===== src/rtl/decoder_3x8.sv =====
// Registered 3-to-8 line decoder with enable and selectable output polarity.
// The select {a,b,c} picks the single active line of y; valid tracks a sampled en=1.
module decoder_3x8 #(
   parameter bit ACTIVE_LOW = 1'b0,
   parameter bit REG_OUT    = 1'b1
) (
   input  logic       clk,
   input  logic       rst,
   input  logic       en,
   input  logic       a,
   input  logic       b,
   input  logic       c,
   output logic [7:0] y,
   output logic       valid
);

   localparam logic [7:0] INACTIVE = ACTIVE_LOW ? 8'hFF : 8'h00;

   logic [2:0] sel;
   logic [7:0] onehot;
   logic [7:0] y_d;
   logic       valid_d;
   logic       valid_q;

   assign sel = {a, b, c};

   genvar gi;
   generate
      for (gi = 0; gi < 8; gi++) begin : g_line
         assign onehot[gi] = en && (sel == 3'(gi));
      end
   endgenerate

   // Polarity is applied after gating so en=0 lands on the inactive pattern.
   always_comb begin
      y_d     = onehot ^ {8{ACTIVE_LOW}};
      valid_d = en;
   end

   always_ff @(posedge clk or posedge rst) begin
      if (rst) begin
         valid_q <= 1'b0;
      end else begin
         valid_q <= valid_d;
      end
   end

   assign valid = valid_q;

   generate
      if (REG_OUT) begin : g_reg
         logic [7:0] y_q;

         always_ff @(posedge clk or posedge rst) begin
            if (rst) begin
               y_q <= INACTIVE;
            end else begin
               y_q <= y_d;
            end
         end

         assign y = y_q;
      end else begin : g_comb
         // Reset still overrides the combinational path so y clears at once.
         assign y = rst ? INACTIVE : y_d;
      end
   endgenerate

endmodule


===== config.mk =====
export PLATFORM = sky130hd
export DESIGN_NAME = decoder_3x8
export DESIGN_NICKNAME = d
export VERILOG_FILES = /design/src/rtl/decoder_3x8.sv
export SDC_FILE = /design/constraint.sdc
export NUM_CORES = 1
export LEC_CHECK = 0
export ABC_AREA = 1
export CORE_AREA = 8 8 45 47
export DETAILED_ROUTE_END_ITERATION = 7
export DIE_AREA = 0 0 53 55
export SLEW_MARGIN = 10
export SYNTH_ARGS = -nofsm -noshare
export SYNTH_HDL_FRONTEND = slang
export SYNTH_SLANG_ARGS = --single-unit

===== constraint.sdc =====
create_clock -name clk -period 0.8 [get_ports clk]
set_clock_uncertainty 0.05 [all_clocks]
set_input_delay 0.12 -clock clk [delete_from_list [all_inputs] [get_ports clk]]
set_output_delay 0.12 -clock clk [all_outputs]
set_load 0.005 [all_outputs]

==> metrics.cfg, run 1 <==
[global_route]
grt_busiest_layer=met2
grt_remaining_overflow=0
use_met3=0.0348
gr-usage-met1=0.0574
antenna_found_initial=0
grt_max_degree=10
grt_pass1_vias=245
grtUsageMet2=0.0625
grt_util_all_layers=0.0501
grt_pass1_wl_um=1030

[logic_synthesis]
syn_nets=33
synth_warnings=0
syn_avg_cell_area_um2=10.8
syn_area_um2=293
synthCells=27
synth_seq_area_share=0.769
synth_cell_types=4
ys_ff_latch=9

[placed_design]
place_ws_ns=-0.203
post_dp_cell_area_um2=453
gp_congestion=0.783
dp_cells=57
numPortBuffers=14
dp_hpwl_um=498

[timing]
worst_slack_ns=-0.108
post-route-period-util=1.14
hold_viol=0
finalCriticalPeriod_ns=0.908
rsz0062_at_grt=true
tightest_slew_ns=0.330
slew_headroom=0.780
fin_hold_ws_ns=0.0727
slew_viol_final=0
fmax_ghz=1.10
setup_violations=9
fin_tns_setup_ns=-0.892

[run_status]
status=complete, but fails checks
violations=negative setup slack

[setup_path]
cp.depth=1
cp_data_arrival_time_ns=0.74
slowest_delay_ns=0.36
cp-end-kind=output pin
path_cells=buf_2
cp.required_ns=0.63
path_class=reg -> out
cp_max_fo=1
start_kind=register
worst-path-buf-inv=1
startpoint=y[4]
cpLargestDelayFamily=flip-flops
slowest_stage=dfrtp_1

[power_and_ir_drop]
p_per_area_mw_per_mm2=2040
leakagePower_nw=0.249
ir_drop_mv=0.512
power.total_mw=0.886

[clock_network]
clkTransAtPathRegs_ns=0.06
clock_path_buffers=2
cts_tree=built
cts_htree_levels=1
cts.sinks=9
cts-root-buf=clkbuf_4
cts_buffers=3

[detailed_routing]
drc_errors=0
vias=222
antenna_left=0
wl_per_cell_um=10.0
drtIter0Drc=3
wl_um=613
firstDrtPassIters=2
via_per_inst=3.64

[final_layout]
layout-drive-gt1-share=0.267
nFillCells=162
final_area_um2=434
layout.cells.non_filler=61
diodes=0
area_delta_synth_final_pct=48.3
finalNetCount=52
finish.utilization=0.314

[die]
start_util=0.212
rows=14
dieHeight_um=55
coreArea_mm2=0.00138
die_w_um=53
num_io_pins=15
die_area_mm2=0.00292

[min_path]
hold_path_class=in -> async

[flow_run]
maxCapViolCount=0

[worst max-delay path by stage]
stage               endpoint  slack [ns]
CTS                     y[4]       -0.12
finish                  y[4]       -0.11
global route            y[1]       -0.15
detailed placement      y[0]       -0.20
floorplan              valid        0.28
global placement        y[4]       -0.20
[routing by layer]
| metal | vias up | routed length (um) |
|---|---|---|
| met5 | - | 0 |
| met4 | 0 | 0 |
| met3 | 0 | 83 |
| met2 | 11 | 257 |
| met1 | 99 | 273 |
| li1 | 112 | - |
[area by class of cell]
class | count | area (um^2) | area share
Tap cell | 16 | 20.0 | 0.0461
Inverter | 4 | 15.0 | 0.0346
Sequential cell | 9 | 225 | 0.519
Clock buffer | 4 | 26.3 | 0.0605
Multi-Input combinational cell | 14 | 52.6 | 0.121
Timing Repair Buffer | 14 | 95.1 | 0.219
[layout by cell type (no fill, tap or decap), drive strengths merged]
master	instances
buf	9
clkbuf	4
clkdlybuf4s50	5
dfrtp	9
inv	4
nand2	6
nor2	8
[synthesized netlist by cell type]
cell type / number / area (um^2)
dfrtp_1: 9 / 225
inv_1: 4 / 15.0
nand2_1: 6 / 22.5
nor2_1: 8 / 30.0
[timing repair]
action,CTS,global route
setup endpoints to repair,9,9
pin swaps,0,0
hold buffers,0,0
buffers inserted,0,0
gates resized for setup,36,0
[state kept, by name, summed over array words and instances, names as in the netlist]
signal  cells
y           8
valid       1
[power by group]
group          switching, mW  leakage [nW]  total (mW)  internal, mW
clock network          0.149        0.0150       0.341         0.192
logic                 0.0381         0.113      0.0749        0.0369
registers            0.00266         0.121       0.470         0.468
[cell families after synthesis]
group	Yosys count	share of synthesized area
flops	9	0.769
buf+inv	4	0.0513
simple gates	14	0.179
Power figures use the tool's default switching activity.
==> run 2: changes to the inputs <==
--- a/config.mk
+++ b/config.mk
@@ -9,6 +9,7 @@
 export CORE_AREA = 8 8 45 47
 export DETAILED_ROUTE_END_ITERATION = 7
 export DIE_AREA = 0 0 53 55
+export GPL_TIMING_DRIVEN = 1
 export SLEW_MARGIN = 10
 export SYNTH_ARGS = -nofsm -noshare
 export SYNTH_HDL_FRONTEND = slang
==> results of run 2 <==
No change in the layout: final DEF, timing and power equal those of run 1.
==> variant 1, RTL diff (flow settings as in run 1) <==
Register the inputs `en`, `a`, `b` and `c` before use, without a reset. The logic sees them one clock later.
--- a/src/rtl/decoder_3x8.sv
+++ b/src/rtl/decoder_3x8.sv
@@ -18,2 +18,14 @@
 
+   logic en_q;
+   logic a_q;
+   logic b_q;
+   logic c_q;
+
+   always_ff @(posedge clk) begin
+      en_q <= en;
+      a_q  <= a;
+      b_q  <= b;
+      c_q  <= c;
+   end
+
    logic [2:0] sel;
@@ -24,3 +36,3 @@
 
-   assign sel = {a, b, c};
+   assign sel = {a_q, b_q, c_q};
 
@@ -29,3 +41,3 @@
       for (gi = 0; gi < 8; gi++) begin : g_line
-         assign onehot[gi] = en && (sel == 3'(gi));
+         assign onehot[gi] = en_q && (sel == 3'(gi));
       end
@@ -36,3 +48,3 @@
       y_d     = onehot ^ {8{ACTIVE_LOW}};
-      valid_d = en;
+      valid_d = en_q;
    end
Formal check against the unedited RTL: not equivalent (Yosys sat finds a counterexample within 4 cycles, from zero or initial values and one cycle with rst high).
==> variant 1 against run 1 <==
The flow still finishes with violations (setup timing); total power is 28% higher; sequential cell count up 4; synthesized area rose by 27%; final area grew 18%; setup slack got worse by 0.014 ns; routed wire length is 4.9% higher; combinational power down 7.7%; worst hold slack got worse by 0.020 ns; critical endpoint is now y[1]; largest cell class unchanged.
==> variant 1: results (changes against run 1) <==
\begin{tabular}{lr}
\hline
Metric & Value \\
\hline
\multicolumn{2}{l}{\textbf{Global route}} \\
Global-route wire length before repair & 1070 um (+4.0\%) \\
All-layer global routing usage & 0.0514 (+0.00127) \\
Largest net degree at the start of global routing & 10 (unchanged) \\
Antenna violations before repair & 0 (unchanged) \\
Vias in the first global route & 254 (+3.7\%) \\
\multicolumn{2}{l}{\textbf{Final layout}} \\
Fraction of final layout cells with drive strength greater than 1 & 0.245 (-0.0218) \\
Number of nets in the finished design & 56 (+7.7\%) \\
\multicolumn{2}{l}{\textbf{Placed design}} \\
Gpl congestion & 0.592 (-24\%) \\
Pre-CTS setup slack & -0.190 ns (+0.0137 ns) \\
\multicolumn{2}{l}{\textbf{Yosys}} \\
Unique cell type count in the Yosys netlist & 5 (+1) \\
Largest cells by area after synthesis & dfrtp\_1, dfxtp\_1, nor2\_1 \\
Top FF cell, synth & dfrtp\_1 \\
Sequential-to-total area share from yosys stat & 0.819 (+0.0496) \\
Net Count, Synth & 37 (+12\%) \\
Proportion of register bits with asynchronous set or reset after synthesis & 0.692 (-0.308) \\
Top cells by count, synth & dfrtp\_1, nor2\_1, nand2\_1 \\
\multicolumn{2}{l}{\textbf{Clock tree}} \\
TritonCTS buffer count & 3 (unchanged) \\
Clock-pin slew on the worst setup and hold paths & 0.07 ns \\
Bufs on Longest Clock Path & 2 (unchanged) \\
Clock H-tree levels & 1 (unchanged) \\
Clock root buffer & clkbuf\_4 \\
Count of buffers added by post-CTS timing repair for setup & 0 (unchanged) \\
\multicolumn{2}{l}{\textbf{STA}} \\
Setup TNS & -1.03 ns (-0.135 ns) \\
Final number of setup-violating endpoints & 9 (unchanged) \\
Minimum setup slack in the final design & -0.122 ns (-0.0143 ns) \\
Slew at the pin closest to its max-slew limit & 0.317 ns (-0.0127 ns) \\
\multicolumn{2}{l}{\textbf{Drt}} \\
Iter 0 DRT Violations & 5 (+2) \\
First drt pass iteration count & 4 (+2) \\
Routed via count & 257 (+16\%) \\
Total routed wirelength & 643 um (+4.9\%) \\
\multicolumn{2}{l}{\textbf{Pwr}} \\
Static power due to leakage & 0.283 nW (+14\%) \\
Highest ir drop seen on vdd & 0.879 mV (+72\%) \\
\multicolumn{2}{l}{\textbf{Setup path}} \\
Cell family with the largest share of critical-path delay & flip-flops \\
Path depth of the worst reg2reg path & 3 \\
Worst stage delay on the critical path & 0.37 ns \\
Max FO, Critical Path & 1 (unchanged) \\
Setup slack of the worst register-to-register path & 0.10 ns \\
\multicolumn{2}{l}{\textbf{Run status}} \\
Violations in the final reports & setup timing \\
Outcome & finished with violations \\
\multicolumn{2}{l}{\textbf{Worst hold path}} \\
Worst hold-check path type & primary input to asynchronous set/reset pin \\
\hline
\end{tabular}
[variant 1: cell count changes after synthesis]
cell / change
dfxtp_1: +4
[variant 1: how the worst max path moves through the flow]
| stage | from | to | slack [ns] |
|---|---|---|---|
| 4_1_cts | y[1] | y[1] | -0.14 |
| 5_1_grt | y[1] | y[1] | -0.16 |
| 3_5_place_dp | y[0] | y[0] | -0.19 |
| 6_report | y[1] | y[1] | -0.12 |
| 3_3_place_gp | y[4] | y[4] | -0.17 |
| 2_1_floorplan | a_q | y[0] | 0.15 |
[variant 1: through the flow]
step                cell area (um^2)  instances  hold WS (ns)
global route                     514         65        0.0853
CTS                              514         65        0.0617
detailed placement               533         61         0.306
global placement                 533         61         0.304
floorplan                        373         31        -0.102
finish                           514         65        0.0531
[variant 1: metal layers]
layer	track usage	up-vias	share of wire
li1	-	127	-
met1	0.0423	113	0.41
met2	0.0820	13	0.45
met3	0.0321	4	0.12
met4	0.0517	0	0.022
met5	0	-	0
[variant 1: logic make-up after synthesis]
family,share of synthesized area
DFF,0.819
buffers and inverters,0.0403
and+or+nand+nor,0.141
[variant 1: area by class of cell]
class	instances	area, um^2
sequential	13	305
inverter	4	15.0
tap	16	20.0
multi-input combinational	14	52.6
clock buffer	4	26.3
fill	159	870
timing repair buffer	14	95.1
[variant 1: repair_timing]
item / 4_1_cts / 5_1_grt
cloned: 0 / 0
resized for setup: 36 / 0
endpoints found under the setup margin: 9 / 9
pin swaps: 0 / 0
[variant 1: power by group]
| part | leakage (nW) | internal [mW] | switching [mW] | total (mW) |
|---|---|---|---|---|
| Clock | 0.0150 | 0.193 | 0.187 | 0.380 |
| Combinational | 0.113 | 0.0363 | 0.0328 | 0.0691 |
| Sequential | 0.155 | 0.677 | 0.00928 | 0.686 |
==> variant 2, RTL diff (flow settings as in run 1) <==
Without the edit above. The parameter `REG_OUT` goes from 1'b1 to 1'b0.
--- a/src/rtl/decoder_3x8.sv
+++ b/src/rtl/decoder_3x8.sv
@@ -4,3 +4,3 @@
    parameter bit ACTIVE_LOW = 1'b0,
-   parameter bit REG_OUT    = 1'b1
+   parameter bit REG_OUT    = 1'b0
 ) (
Function: changed (a bounded check fails within 4 cycles, from zero or initial values and one cycle with rst high).
==> variant 2 against run 1 <==
Routed wire length down 31%; setup slack better by 0.15 ns; final area down 46%; synthesized area down 64%; cell count down 18%; critical path type is now primary input to output pin; sequential cell count down 8; first-iteration DRC count down 100%; critical path depth up 4.
Power is left out: it rests on default switching activity, and per cell area and clock period it moved more than threefold.
==> variant 2: results (changes against run 1) <==
\begin{tabular}{lr}
\hline
Metric & Value \\
\hline
\multicolumn{2}{l}{\textbf{Run status}} \\
Outcome & complete, no violations \\
\multicolumn{2}{l}{\textbf{Final layout}} \\
Fraction of final layout cells with drive strength greater than 1 & 0.588 (+0.322) \\
FILL cells & 175 (+8.0\%) \\
Number of flip-flops under the largest register name & 1 (-7) \\
Number of nets in the finished design & 42 (-19\%) \\
\multicolumn{2}{l}{\textbf{Global route}} \\
Antenna violations before repair & 0 (unchanged) \\
Largest net degree at the start of global routing & 5 (-5) \\
Global routing met1 resource utilization & 0.0182 (-0.0392) \\
Vias in the first global route & 144 (-41\%) \\
Global-route wire length before repair & 579 um (-44\%) \\
All-layer global routing usage & 0.0240 (-0.0261) \\
Met2 Resource Use GR & 0.0527 (-0.00977) \\
Met3 demand-to-capacity share in global routing & 0.0134 (-0.0214) \\
\multicolumn{2}{l}{\textbf{Placed design}} \\
Placed standard-cell area & 273 um\^{}2 (-40\%) \\
Pre-CTS setup slack & -0.771 ns (-0.568 ns) \\
Number of port buffers & 14 (unchanged) \\
Gpl congestion & 0.775 (-1.0\%) \\
Detailed placement HPWL & 402 um (-19\%) \\
\multicolumn{2}{l}{\textbf{Drt}} \\
Detailed route wirelength on metal2 & 221 um (-14\%) \\
Met3 Wirelength & 78 um (-6.0\%) \\
First drt pass iteration count & 1 (-1) \\
Routed via count & 159 (-28\%) \\
Via density & 3.18 (-13\%) \\
Post-route met1 wirelength & 127 um (-53\%) \\
Average routed wire per standard cell & 8.52 um (-15\%) \\
Iter 0 DRT Violations & 0 (-3) \\
\multicolumn{2}{l}{\textbf{Yosys}} \\
Unique cell type count in the Yosys netlist & 6 (+2) \\
Top cells by count, synth & nor2\_1, nand2\_1, inv\_1 \\
Net Count, Synth & 25 (-24\%) \\
Synth warnings & 0 (unchanged) \\
Top FF cell, synth & dfrtp\_1 \\
Largest cells by area after synthesis & nor2\_1, dfrtp\_1, nand3\_2 \\
Sequential-to-total area share from yosys stat & 0.238 (-0.531) \\
Synthesized instance count & 19 (-30\%) \\
Top cell type's share of synthesized area & 0.286 (-0.484) \\
\multicolumn{2}{l}{\textbf{Setup path}} \\
Worst stage delay on the critical path & 0.12 ns (-0.24 ns) \\
Cell family with the largest share of critical-path delay & buffers and inverters \\
Master of the slowest instance on the critical path & buf\_2 \\
Crit. Startpoint & rst \\
Critical path arrival & 0.59 ns (-0.15 ns) \\
Max FO, Critical Path & 4 (+3) \\
\multicolumn{2}{l}{\textbf{STA}} \\
Remaining max-slew budget at the tightest pin & 0.922 (+0.143) \\
Worst hold margin & 0.0328 ns (-0.0399 ns) \\
Minimum setup slack in the final design & 0.0448 ns (+0.153 ns) \\
\multicolumn{2}{l}{\textbf{Clock tree}} \\
Clock-pin slew on the worst setup and hold paths & 0 ns (-0.06 ns) \\
Count of buffers added by post-CTS timing repair for setup & 0 (unchanged) \\
\hline
\end{tabular}
-- variant 2: changes by cell type in the layout (fill, tap and decap cells not counted), moves of 2 or more --
| cell | run 1 | this run |
|---|---|---|
| nand3_4 | 0 | 2 |
| clkdlybuf4s50_1 | 5 | 0 |
| inv_1 | 4 | 0 |
| clkbuf_4 | 3 | 0 |
| buf_2 | 9 | 11 |
| inv_2 | 0 | 3 |
| dfrtp_1 | 9 | 1 |
| buf_4 | 0 | 2 |
| nand2_1 | 6 | 4 |
-- variant 2: final cells by class --
class	count	area (um^2)	area share
inverters	4	17.5	0.0753
flip-flops and latches	1	25.0	0.108
repair buffers	15	90.1	0.387
well taps	16	20.0	0.0860
multi-input cells	14	80.1	0.344
-- variant 2: cell families (layout without fill, tap and decap cells) --
group	after synthesis	after routing	synth area share
buf+inv	4	19	0.143
flops	1	1	0.238
simple gates	14	14	0.619
-- variant 2: what timing repair did --
action	CTS	global route
pin swaps	11	4
setup endpoints to repair	9	4
hold endpoints to repair	0	0
gates resized for setup	58	2
